## src/rtl/seq_pattern_capture.sv

```systemverilog
// rtl/seq_pattern_capture.sv - programmable serial pattern detector with word capture and saturating match counter
module seq_pattern_capture #(
    parameter int                 PAT_LEN = 4,
    parameter logic [PAT_LEN-1:0] PATTERN = 4'b1011,
    parameter int                 DATA_W  = 16,
    parameter int                 OVERLAP = 1,
    parameter int                 CNT_W   = 8
) (
    input  logic              clk,
    input  logic              rst,
    input  logic              d_valid,
    input  logic              d_in,
    input  logic [DATA_W-1:0] bit_in,
    input  logic              clear_cnt,
    output logic              pat_hit,
    output logic [DATA_W-1:0] bit_out,
    output logic              out_valid,
    output logic [CNT_W-1:0]  match_cnt,
    output logic              cnt_sat
);

    localparam int                FILL_W   = $clog2(PAT_LEN);
    localparam logic [FILL_W-1:0] FILL_MAX = FILL_W'(PAT_LEN - 1);
    localparam logic [CNT_W-1:0]  CNT_MAX  = {CNT_W{1'b1}};

    typedef enum logic [1:0] {
        FILL = 2'd0,
        HUNT = 2'd1,
        HIT  = 2'd2
    } state_t;

    state_t              state_q, state_d;
    // Only the PAT_LEN-1 previous bits need storing; the newest bit is d_in itself.
    logic [PAT_LEN-2:0]  hist_q, hist_d;
    logic [FILL_W-1:0]   fill_q, fill_d;
    logic [DATA_W-1:0]   bit_out_q, bit_out_d;
    logic                out_valid_q, out_valid_d;
    logic [CNT_W-1:0]    match_cnt_q, match_cnt_d;
    logic                cnt_sat_q, cnt_sat_d;
    logic [PAT_LEN-1:0]  window;
    logic                match;

    assign pat_hit   = (state_q == HIT);
    assign bit_out   = bit_out_q;
    assign out_valid = out_valid_q;
    assign match_cnt = match_cnt_q;
    assign cnt_sat   = cnt_sat_q;

    // History shift, fill tracking and match detection; non-overlap mode flushes on a match.
    always_comb begin
        window = {hist_q, d_in};
        match  = d_valid && (fill_q == FILL_MAX) && (window == PATTERN);
        hist_d = hist_q;
        fill_d = fill_q;
        if (match && (OVERLAP == 0)) begin
            hist_d = '0;
            fill_d = '0;
        end else if (d_valid) begin
            hist_d = window[PAT_LEN-2:0];
            if (fill_q != FILL_MAX) begin
                fill_d = fill_q + FILL_W'(1);
            end
        end
    end

    // Next-state decode; a match always lands in HIT regardless of the state it arrives from.
    always_comb begin
        state_d = FILL;
        case (state_q)
            FILL, HUNT: begin
                if (match) begin
                    state_d = HIT;
                end else if (fill_d == FILL_MAX) begin
                    state_d = HUNT;
                end else begin
                    state_d = FILL;
                end
            end
            HIT: begin
                if (OVERLAP != 0) begin
                    state_d = match ? HIT : HUNT;
                end else begin
                    state_d = (fill_d == FILL_MAX) ? HUNT : FILL;
                end
            end
            default: state_d = FILL;
        endcase
    end

    // Capture and counting happen on the edge that leaves HIT; clear_cnt beats a coincident increment.
    always_comb begin
        bit_out_d   = bit_out_q;
        out_valid_d = 1'b0;
        match_cnt_d = match_cnt_q;
        if (pat_hit) begin
            bit_out_d   = bit_in;
            out_valid_d = 1'b1;
        end
        if (clear_cnt) begin
            match_cnt_d = '0;
        end else if (pat_hit && (match_cnt_q != CNT_MAX)) begin
            match_cnt_d = match_cnt_q + CNT_W'(1);
        end
        cnt_sat_d = clear_cnt ? 1'b0 : (cnt_sat_q | (match_cnt_d == CNT_MAX));
    end

    // State and datapath registers.
    always_ff @(posedge clk or negedge rst) begin
        if (!rst) begin
            state_q     <= FILL;
            hist_q      <= '0;
            fill_q      <= '0;
            bit_out_q   <= '0;
            out_valid_q <= 1'b0;
            match_cnt_q <= '0;
            cnt_sat_q   <= 1'b0;
        end else begin
            state_q     <= state_d;
            hist_q      <= hist_d;
            fill_q      <= fill_d;
            bit_out_q   <= bit_out_d;
            out_valid_q <= out_valid_d;
            match_cnt_q <= match_cnt_d;
            cnt_sat_q   <= cnt_sat_d;
        end
    end

endmodule

```

## config.mk

```make
export PLATFORM = sky130hd
export DESIGN_NAME = seq_pattern_capture
export DESIGN_NICKNAME = d
export VERILOG_FILES = /design/src/rtl/seq_pattern_capture.sv
export SDC_FILE = /design/constraint.sdc
export NUM_CORES = 1
export LEC_CHECK = 0
export ABC_CLOCK_PERIOD_IN_PS = 2400
export CAP_MARGIN = 25
export CORE_ASPECT_RATIO = 0.8
export CORE_UTILIZATION = 40
export DETAILED_ROUTE_END_ITERATION = 10
export PLACE_DENSITY = 0.72
export SLEW_MARGIN = 20
export SYNTH_ARGS = -nofsm -noshare
export SYNTH_HDL_FRONTEND = slang
export SYNTH_SLANG_ARGS = --single-unit
```

## constraint.sdc

```tcl
create_clock -name clk -period 2.4 [get_ports clk]
set_input_delay 0.6 -clock clk [delete_from_list [all_inputs] [get_ports clk]]
set_output_delay 0.6 -clock clk [all_outputs]
set_load 0.02 [all_outputs]
```

==> metrics.md <==
| Metric | Value |
|---|---|
| Clock buffer depth | 2 |
| Global-route usage over all layers | 19.8% |
| ANT cells | 0 |
| Pleak | 0.898 nW |
| # DRC | 0 |
| RSZ-0062 raised after global routing | false |
| CP arrival | 1560 ps |
| CTS tree | done |
| Final nets | about 220 |
| Pwr Total | 0.00145 W |
| Metal-1 WL | 1.30 mm |
| Seq/Total Area, Yosys | 57.6% |
| Commonest non-fill, non-tap cell in the layout | nand2_1 |
| Root Driver | clkbuf_8 |
| Buffers on Ports | 47 |
| Vias in the first global route | roughly 1300 |
| Hold-fix buffers, CTS | 0 |
| Status | finished, final reports clean |
| Data required, critical path | 1800 ps |
| Max_cap viols | 0 |
| Initial Util | 41.8% |
| Yosys top cell area share | ~58% |
| Final min period | 2160 ps |
| Yosys cell types | 38 |
| Crit path cell chain | nand2b_1, inv_4, clkdlybuf4s50_1 |
| Crit path max fanout | 3 |
| Largest net degree at the start of global routing | 34 |
| Die area | 3830 um^2 |
| Inst Count DP | 230 |
| Area leader, netlist | dfrtp_1 |
| Slowest CP cell | clkdlybuf4s50_1 |
| Avg Cell Area, Syn | between 9 and 10 um^2 |
| Drt pass-1 iters | 5 |
| WL final | 3.18 mm |
| TNS Setup | 0 ps |
| Fillers | 299 |
| YS warnings | 0 |
| Flops & latches, synth | 33 |
| Setup Buffers After CTS | 0 |
| Slew HR | 73.3% |
| Critical Path End Type | output pin |
| Clock latency at the later pin of the worst-skew pair | 290 ps |
| Clk slew on worst S/H paths | 70 ps |
| Hold Path Class | reg -> reg |
| Final period util | 89.8% |
| Max Slew Vio Count | 0 |
| Peak supply drop | between 0.5 and 0.6 mV |
| Routability congestion estimate | 0.810 |
| Crit-path leading delay family | buffers and inverters |
| Commonest cells after routing, fill and taps aside | 53 x nand2_1, 47 x clkdlybuf4s50_1, 33 x dfrtp_1 |
| Die Wd | 68.9 um |
| Worst Setup SP | state_q[0] |
| ANT nets after route | 0 |
| Final hold viol count | 0 |
| First-pass GRT wire length | roughly 5.5 mm |
| Post-DP Area | 1940 um^2 |
| Area grow syn2layout | 43.8% |
| Worst-margin pin slew | around 400 ps |
| WL per Instance | 13.4 um |
| Main area contributors after synthesis | dfrtp_1 58%, nand2_1 14%, mux2_2 2.4%, mux2_4 2.1%, nor2_1 1.8% |
| Via density | 5.08 |
| Routed wl met3 | 268 um |
| GR Overflow Total | 0 |
| CP Class | reg -> out |
| Initial antenna violation count | 0 |
| R2R Path Start | match_cnt[0] |
| Initial detailed-routing violation count | 60 |
| CP startpoint kind | flop |
| Std-Cell Rows | 19 |
| Post-Layout Inst Area | approximately 2000 um^2 |
| Top Metal Used | met4 |
| Worst hold slack | 461 ps |
| Power density cells | 706 nW/um^2 |
| Number of gates resized after CTS | 0 |
| Hold path startpoint | state_q[0] |
| Post-route insts no fill | 238 |
| Synthesized Nets | 166 |
| Hpwl dp | approximately 2.3 mm |
| Cell count after synthesis | 144 |
| Clock sinks | 33 |
| # IOs | 48 |
| Layout cells sized above 1 | 9.18% |
| Skew final | 3.12 ps |
| CP bufs+invs | 2 |
| H-tree levels | 2 |
| Met2 WL post-DR | 1.57 mm |
| Via count | roughly 1200 |
| Number of buffers created by CTS | 5 |
| Peak Freq | 464 MHz |
| Core box area | 3420 um^2 |
| CP max stage delay | 610 ps |
| Synth Cell Area | ~1400 um^2 |
| Setup-failing EPs final | 0 |
| Die height | 55.5 um |
[power by group]
part / switching [W] / total, W / internal [W]
Sequential: 0.0000328 / 0.000648 / 0.000615
Clock: 0.000197 / 0.000536 / 0.000338
Combinational: 0.000131 / 0.000271 / 0.000140
[cells by family (layout without fill, tap and decap cells)]
group / Yosys count / after routing / synth area share [%]
adders and majority gates: 1 / 1 / 0.873
DFF: 33 / 33 / 57.6
muxes: 5 / 5 / 4.45
and+or+nand+nor: 81 / 81 / 26.2
AOI/OAI and AO/OA: 15 / 15 / 7.16
xor gates and xnor gates: 1 / 1 / 0.611
buffers and inverters: 8 / 60 / 3.06
[final timing paths]
check	end	slack, ps	cells past startpoint
min in group asynchronous	match_cnt[4]	710	2
worst min register to register	state_q[1]	460	1
max in group asynchronous	out_valid	1400	2
worst min-delay path	state_q[1]	460	1
worst max register to register	cnt_sat	470	6
worst max-delay path	pat_hit	240	3
[flip-flops by register name, summed over array words and instances (netlist names)]
name and flops:
fill_q 2, cnt_sat 1, hist_q 3, match_cnt 8
out_valid 1, state_q 2, bit_out 16
[cell type report]
| class | instances | area [um^2] | share of cell area, % |
|---|---|---|---|
| sequential | 33 | 826 | 40.1 |
| multi-input combinational | 103 | 563 | 27.3 |
| inverter | 2 | 10.0 | 0.486 |
| tap | 42 | 52.6 | 2.55 |
| clock inverter | 1 | 30.0 | 1.46 |
| clock buffer | 7 | 86.3 | 4.19 |
| timing repair buffer | 50 | 493 | 23.9 |
[cell usage after synthesis]
cell type,number
o22ai_1,1
mux2_2,3
a41o_1,1
dfrtp_1,33
nor3b_1,3
xnor2_1,1
nand2_1,53
and4_1,2
buf_1,1
or2b_1,1
a31oi_1,1
nand4_1,1
and4_4,1
buf_6,1
nor2_1,7
nand4b_1,1
nand2b_1,2
o21ai_0,1
and2b_1,2
nor3_1,2
o21bai_1,2
buf_2,3
nand3_1,1
nor2b_1,1
a21boi_0,1
inv_4,1
a21oi_1,4
a41oi_1,2
nor2_2,1
inv_1,1
a211oi_1,1
nor4_1,1
o21a_1,1
and3_1,1
clkbuf_1,1
nor4b_1,1
mux2_4,2
ha_1,1
[worst reg2reg max path, delay by kind of cell, from the launching register on]
kind                       cells  cell delay, ps
AOI/OAI and AO/OA              1             220
adders and majority gates      1             270
DFF                            1             450
and+or+nand+nor                4             890
[per-layer routing]
metal	track usage [%]	vias up
li1	-	585
met1	21.6	574
met2	33.1	45
met3	7.64	4
met4	8.75	0
met5	0	-
[stage by stage]
stage	setup WS, ps	util (%)
after CTS	233	60.2
after global routing	184	60.2
after floorplan	504	-
after detailed placement	288	56.8
final	244	60.2
after global placement	342	56.8
No activity file was read; power rests on OpenSTA's default activity.
